`src/rtl/hazard_trap_ctrl_pkg.sv`:
```
// rtl/hazard_trap_ctrl_pkg.sv - shared pipeline-control state encoding, trap vectors and hazard helper
package hazard_trap_ctrl_pkg;

   typedef enum logic [1:0] {
      ST_RUN     = 2'd0,
      ST_LDSTALL = 2'd1,
      ST_TRAP    = 2'd2
   } state_e;

   localparam logic [31:0] ILLOP_VEC_DEF = 32'h8000_0004;
   localparam logic [31:0] XADR_VEC_DEF  = 32'h8000_0008;

   // r0 is hardwired zero, so a load into it never creates a dependency.
   function automatic logic load_use_hazard(
      input logic       memread,
      input logic [4:0] ex_rt,
      input logic [4:0] id_rs,
      input logic [4:0] id_rt,
      input logic       uses_rt
   );
      return memread && (ex_rt != 5'd0) &&
             ((ex_rt == id_rs) || (uses_rt && (ex_rt == id_rt)));
   endfunction

endpackage

```
`src/rtl/hazard_trap_ctrl_irq_sync_edge.sv`:
```
// rtl/hazard_trap_ctrl_irq_sync_edge.sv - irq synchronizer, rising-edge detect and pending latch
module irq_sync_edge (
   input  logic clk,
   input  logic reset,
   input  logic irq,
   input  logic ack,
   output logic pending
);

   logic sync1_q, sync2_q, prev_q, pending_q;
   logic rise;
   logic pending_d;

   assign rise = sync2_q & ~prev_q;
   // A fresh edge on the ack cycle is a new request and must not be lost.
   assign pending_d = rise | (pending_q & ~ack);

   always_ff @(posedge clk or posedge reset) begin
      if (reset) begin
         sync1_q   <= 1'b0;
         sync2_q   <= 1'b0;
         prev_q    <= 1'b0;
         pending_q <= 1'b0;
      end else begin
         sync1_q   <= irq;
         sync2_q   <= sync1_q;
         prev_q    <= sync2_q;
         pending_q <= pending_d;
      end
   end

   assign pending = pending_q;

endmodule

```
`src/rtl/hazard_trap_ctrl.sv`:
```
// rtl/hazard_trap_ctrl.sv - hold/flush/trap sequencing for the IF/ID and ID/EX registers and PC
module hazard_trap_ctrl
   import hazard_trap_ctrl_pkg::*;
#(
   parameter logic [31:0] ILLOP_VEC = ILLOP_VEC_DEF,
   parameter logic [31:0] XADR_VEC  = XADR_VEC_DEF
) (
   input  logic        clk,
   input  logic        reset,
   input  logic [4:0]  id_rs,
   input  logic [4:0]  id_rt,
   input  logic        id_uses_rt,
   input  logic        id_jump,
   input  logic [31:0] id_jump_target,
   input  logic        id_illop,
   input  logic [31:0] id_pc,
   input  logic        ex_memread,
   input  logic [4:0]  ex_rt,
   input  logic        ex_branch_taken,
   input  logic [31:0] ex_branch_target,
   input  logic        irq,
   input  logic        int_enable,
   output logic        pc_hold,
   output logic        ifid_hold,
   output logic        ifid_flush,
   output logic        idex_stall,
   output logic        idex_flush,
   output logic        idex_illop,
   output logic        idex_xadr,
   output logic        redirect,
   output logic [31:0] redirect_pc,
   output logic [31:0] epc,
   output logic        epc_we,
   output logic        irq_ack
);

   state_e      state_q, state_d;
   logic [31:0] epc_q;
   logic        irq_pending;
   logic        hazard;

   irq_sync_edge u_irq_sync_edge (
      .clk     (clk),
      .reset   (reset),
      .irq     (irq),
      .ack     (irq_ack),
      .pending (irq_pending)
   );

   assign hazard = load_use_hazard(ex_memread, ex_rt, id_rs, id_rt, id_uses_rt);

   always_comb begin
      state_d     = ST_RUN;
      pc_hold     = 1'b0;
      ifid_hold   = 1'b0;
      ifid_flush  = 1'b0;
      idex_stall  = 1'b0;
      idex_flush  = 1'b0;
      idex_illop  = 1'b0;
      idex_xadr   = 1'b0;
      redirect    = 1'b0;
      redirect_pc = 32'h0;
      epc_we      = 1'b0;
      irq_ack     = 1'b0;
      // Outputs are forced low while reset is held so the pipeline sees no strobes.
      if (!reset) begin
         case (state_q)
            ST_RUN, ST_LDSTALL: begin
               if (ex_branch_taken) begin
                  redirect    = 1'b1;
                  redirect_pc = ex_branch_target;
                  ifid_flush  = 1'b1;
                  idex_flush  = 1'b1;
               end else if (id_illop) begin
                  redirect    = 1'b1;
                  redirect_pc = ILLOP_VEC;
                  idex_illop  = 1'b1;
                  ifid_flush  = 1'b1;
                  epc_we      = 1'b1;
               end else if ((state_q == ST_RUN) && irq_pending && int_enable) begin
                  epc_we    = 1'b1;
                  irq_ack   = 1'b1;
                  pc_hold   = 1'b1;
                  ifid_hold = 1'b1;
                  idex_xadr = 1'b1;
                  state_d   = ST_TRAP;
               end else if (hazard) begin
                  pc_hold    = 1'b1;
                  ifid_hold  = 1'b1;
                  idex_stall = 1'b1;
                  state_d    = ST_LDSTALL;
               end else if (id_jump) begin
                  redirect    = 1'b1;
                  redirect_pc = id_jump_target;
                  ifid_flush  = 1'b1;
               end
            end
            ST_TRAP: begin
               redirect    = 1'b1;
               redirect_pc = XADR_VEC;
               ifid_flush  = 1'b1;
               idex_flush  = 1'b1;
            end
            default: state_d = ST_RUN;
         endcase
      end
   end

   always_ff @(posedge clk or posedge reset) begin
      if (reset) begin
         state_q <= ST_RUN;
         epc_q   <= 32'h0;
      end else begin
         state_q <= state_d;
         if (epc_we) begin
            epc_q <= id_pc;
         end
      end
   end

   assign epc = epc_q;

endmodule

```
`config.mk`:
```
export PLATFORM = sky130hd
export DESIGN_NAME = hazard_trap_ctrl
export DESIGN_NICKNAME = d
export VERILOG_FILES = /design/src/rtl/hazard_trap_ctrl_pkg.sv /design/src/rtl/hazard_trap_ctrl_irq_sync_edge.sv /design/src/rtl/hazard_trap_ctrl.sv
export SDC_FILE = /design/constraint.sdc
export NUM_CORES = 1
export LEC_CHECK = 0
export ABC_CLOCK_PERIOD_IN_PS = 8900
export CAP_MARGIN = 20
export CORE_UTILIZATION = 36
export CTS_CLUSTER_DIAMETER = 60
export DETAILED_ROUTE_END_ITERATION = 10
export PLACE_DENSITY = 0.86
export SLEW_MARGIN = 0
export SYNTH_ARGS = -nofsm -noshare
export SYNTH_HDL_FRONTEND = slang
export SYNTH_HIERARCHICAL = 1
export SYNTH_SLANG_ARGS = --single-unit
export TNS_END_PERCENT = 30
```
`constraint.sdc`:
```
create_clock -name clk -period 8.9 [get_ports clk]
set_clock_uncertainty 0.15 [all_clocks]
set_input_delay 2.67 -clock clk [delete_from_list [all_inputs] [get_ports clk]]
set_output_delay 2.67 -clock clk [all_outputs]
set_load 0.05 [all_outputs]
```
After elaboration in Yosys (flattened, before gate mapping)
Cells that the tools add are included.
- reductions and logical operators: 9
- eq/ne operators: 4
- bitwise operators: 5
- mux-type cells: 47
- operator list (kind ; count):
    2-to-1 mux 32 bit ; 6
    one-hot mux 32 bit (2 select lines) ; 1
    2-to-1 mux 1 bit ; 33
    == test 5 bit ; 2
    2-to-1 mux 2 bit ; 5
    logical AND 1 bit ; 5
    nonzero test 5 bit ; 1
    one-hot mux 1 bit (2 select lines) ; 2
    AND 1 bit ; 2
    == test 2 x 1 -> 1 bit, second input constant ; 1
    == test 2 bit, second input constant ; 1
    logical NOT 2 bit ; 1
    inverter 1 bit ; 2
    OR reduction 2 bit ; 1
    logical OR 1 bit ; 1
    OR 1 bit ; 1
- output and inout port bits: 74
- register bits: 38

Longest topological paths before layout
- depth in word-level cells: 11
- mapped depth: 7

Modules after synthesis
The synthesis kept the hierarchy.
- by module, submodules not included (module ; cells an instance ; sequential area each (µm²) ; area an instance (µm²) ; instances):
    hazard_trap_ctrl ; 227 ; 850.8 ; 2363.5 ; 1
    irq_sync_edge ; 8 ; 100.1 ; 123.9 ; 1

Worst setup path after synthesis
Ideal clock, no wire load.
- path kind: input port to output port
- start point: input ex_rt[3]
- end point: output redirect_pc[0]
- required time: 6.080 ns
- buffers on the path: 0
- arrival: 5.193 ns
- setup slack: 0.887 ns
- stages: 4
- cells stage by stage: or4_1 > o21a_1 > a21boi_4 > o41ai_1
- longest elaborated chain between the ends: 10
- elaborated cells on any way between the ends: 13
- classes of those cells: eq/ne (2); mux (6); reduce/logical (5)
- RTL lines (item ; RTL line ; source):
    start, declared ; hazard_trap_ctrl.sv:18 ; input logic [4:0] ex_rt,
    == test 5 bit ; hazard_trap_ctrl_pkg.sv:22 ; ((ex_rt == id_rs) || (uses_rt && (ex_rt == id_rt)));
    logical AND 1 bit ; hazard_trap_ctrl_pkg.sv:22 ;
    logical OR 1 bit ; hazard_trap_ctrl_pkg.sv:22 ;
    logical AND 1 bit (*) ; hazard_trap_ctrl_pkg.sv:21 ; return memread && (ex_rt != 5'd0) &&
    2-to-1 mux 32 bit (*) ; hazard_trap_ctrl.sv:87 ; end else if (hazard) begin
    2-to-1 mux 32 bit (*) ; hazard_trap_ctrl.sv:80 ; end else if ((state_q == ST_RUN) && irq_pending && int_enable) begin
    2-to-1 mux 32 bit (*) ; hazard_trap_ctrl.sv:74 ; end else if (id_illop) begin
    2-to-1 mux 32 bit (*) ; hazard_trap_ctrl.sv:69 ; if (ex_branch_taken) begin
    one-hot mux 32 bit (2 select lines) (*) ; hazard_trap_ctrl.sv:67 ; case (state_q)
    2-to-1 mux 32 bit (*) ; hazard_trap_ctrl.sv:66 ; if (!reset) begin
    end, declared ; hazard_trap_ctrl.sv:31 ; output logic [31:0] redirect_pc,
Mark *: on every way between the ends. The rest lies on a longest branch, timed or not.

Worst setup path after layout
- start point: input ex_rt[3]
- end point: output redirect_pc[25]
The elaborated chain is that of the path after synthesis.

==> results.toml <==
[final_layout]
num_antenna_cells = 0
final_nets = 539
layout.cells.most_common = "clkdlybuf4s50_1"
finalNonFillerCells = 497
final_layout_size_suffix_gt1_frac = 0.1929
area.growth.synth_to_final_pct = 83.05
commonest_cells_after_routing_fill_and_taps_aside = "clkdlybuf4s50_1, dfrtp_1, inv_1"
layout.cell_area.non_filler_mm2 = 0.004553

[sta]
max_slew_margin = 0.4255
min_period_ns = 8.323
final_max_slew_viol_count = 0
worst_hold_slack_ns = 0.2039
timing_worst_slew_pin_value_ns = 0.8618
fin_crit_sh = 0.9351
final_critical_path_setup_slack_ns = 0.5774
setup_violations = 0
rsz0062_at_grt = "false"
max_freq_ghz = 0.1202
setup_total_negative_slack_ns = 0
timing.final.hold_violations = 0

[synthesis]
fraction_of_the_yosys_area_taken_by_sequential_cells = 0.3823
post_synthesis_cells = 235
postSynthAreaPerCell_um2 = 10.58
postSynth.asyncResetShare = 1.000
edff_count_synth = 0
synth.largest_area_cell = "dfrtp_1"
ys_dominant_reg_cell = "dfrtp_1"
synth_seq_cells = 38
synth-warning-count = 6
synth.area.top_cells = "dfrtp_1, o41ai_2, mux2_2"
synth_area_mm2 = 0.002487
postSynthNetCount = 355
netlist.area_leader.share = 0.3823
synth_unique_cells = 38

[worst_hold_path]
worst_hold_path_type = "reg -> reg"
holdCritStartpoint = "u_irq_sync_edge/sync1_q"

[place]
numPlacedInstances = 489
place_ws_ns = 0.5826
placement.cell_area_mm2 = 0.004444
finalWeightedCongestion = 0.8509
portBuffers = 193
dpl.hpwl_um = 6371

[clock_tree]
htree_num_levels = 2
post-cts-setup-buffers = 0
cts_made_buffers = 5
cts.sink_count = 38
ctsResizeCount = 0
cts_root_buf = "clkbuf_8"
clkTransAtPathRegs_ns = 0.07
cts_hold_repair.buffers = 0
clkLatencyLatePin_ns = 0.28
cts_tree = "done"
clock_path_buffers = 2

[grt]
antenna_found_initial = 0
grt_first_pass_wirelength_um = 12410
congestion_overflow_gr = 0
grt_max_degree = 35
number_of_global_route_vias_before_repair = 2516
grtUsageTotal = 0.2228

[worst_setup_path]
timing.critical_path.fanout_max = 25
worst-endpoint-required_ns = 6.08
critical_path.cell_chain = "clkdlybuf4s50_1, or4_1, o21a_1, a21boi_4, buf_12, o41ai_2, clkdlybuf4s50_1"
critical_path.most_common_cell = "clkdlybuf4s50_1"
critPathLaunch = "ex_rt[3]"
crit_type = "in -> out"
critical_path.slowest_cell = "clkdlybuf4s50_1"
worst_ep_arrival_time_ns = 5.50
critPathCaptureType = "output pin"
r2r-start = "state_q[1]"
timing.critical_path.slowest_cell_delay_ns = 0.87
cp-start-kind = "input port"

[run_status]
status = "completed"

[run]
max_cap_viols = 0

[floorplan]
rows = 29
die_area_mm2 = 0.007245
horiz_die_dim_um = 85.12
design.portCount = 194
initial_core_util = 0.3830
die-height_um = 85.12
core_mm2 = 0.006495

[detailed_routing]
drt.antenna.violating_nets = 0
dr.pass1.iters = 4
vias = 2450
detail_route.vias_per_cell = 4.930
drt-total-wl_um = 8083
number_of_drc_violations_after_detailed_routing_iteration_0 = 43
post-route-drc-count = 0
drt-wirelength-per-cell_um = 16.26

[power_and_ir_drop]
max-vdd-ir-drop_v = 0.0001473
leakage_power_nw = 1.991
power.density_mw_per_mm2 = 156.0
## power breakdown
part	switching, W	internal (W)	total (W)
clock	0.0000585	0.0000824	0.000141
combinational	0.000206	0.000147	0.000352
sequential	0.0000143	0.000203	0.000217
total	0.000278	0.000432	0.000710
## cell usage after synthesis (3+ instances only)
| library cell | n |
|---|---|
| dfrtp_1 | 38 |
| inv_1 | 34 |
| nand2_1 | 33 |
| mux2_2 | 32 |
| o41ai_2 | 24 |
| clkbuf_1 | 8 |
| xor2_1 | 7 |
| buf_2 | 6 |
| nand3_1 | 5 |
| o41ai_1 | 4 |
| buf_4 | 3 |
| buf_6 | 3 |
| nor2_1 | 3 |
| o31ai_1 | 3 |
| xnor2_1 | 3 |
## stage by stage
stage / utilization / total power [W]
6_report: 0.7010 / 0.0007102
5_1_grt: 0.7010 / 0.0007412
3_5_place_dp: 0.6843 / 0.0005739
2_1_floorplan: - / 0.0004285
3_3_place_gp: 0.6843 / 0.0005691
4_1_cts: 0.7010 / 0.0007178
## logic make-up after synthesis
family / share of synthesized area
multiplexers: 0.1449
AO/OA/AOI/OAI: 0.2359
flip-flops: 0.3823
AND/OR/NAND/NOR: 0.1021
XOR/XNOR: 0.03521
buffers and inverters: 0.09959
## final cells by class
type,instances,area [µm²]
repair buffers,198,1974
clock inverters,3,40.04
multi-input cells,142,1295
inverters,34,127.6
fillers,480,1942
well taps,77,96.34
flip-flops and latches,38,950.9
clock buffers,5,68.82
## worst max-delay path, delay by kind of cell
kind,cells,cell delay (ns)
and+or+nand+nor,1,0.54
buffers and inverters,3,1.54
AOI/OAI and AO/OA,3,0.74
## registers in the layout, indices dropped and copies added (netlist names)
name and cells:
epc 32, u_irq_sync_edge/sync1_q 1, u_irq_sync_edge/sync2_q 1, state_q 2
u_irq_sync_edge/prev_q 1, u_irq_sync_edge/pending 1
## worst paths after layout
path | endpoint | slack (ns) | cells after the start
min in group asynchronous | u_irq_sync_edge/pending | 2.60 | 2
max in group asynchronous | epc[17] | 5.47 | 3
setup / recovery | redirect_pc[25] | 0.58 | 7
hold reg to reg | u_irq_sync_edge/sync2_q | 0.20 | 0
setup reg to reg | epc[16] | 6.50 | 5
hold / removal | u_irq_sync_edge/sync2_q | 0.20 | 0
## metal layers
layer / track usage / vias to the layer above / routed length (µm)
li1: - / 1182 / -
met1: 0.2488 / 1116 / 3111
met2: 0.3834 / 137 / 3769
met3: 0.07782 / 15 / 966
met4: 0.09861 / 0 / 235
met5: 0 / - / 0
No activity file was read; power rests on OpenSTA's default activity.
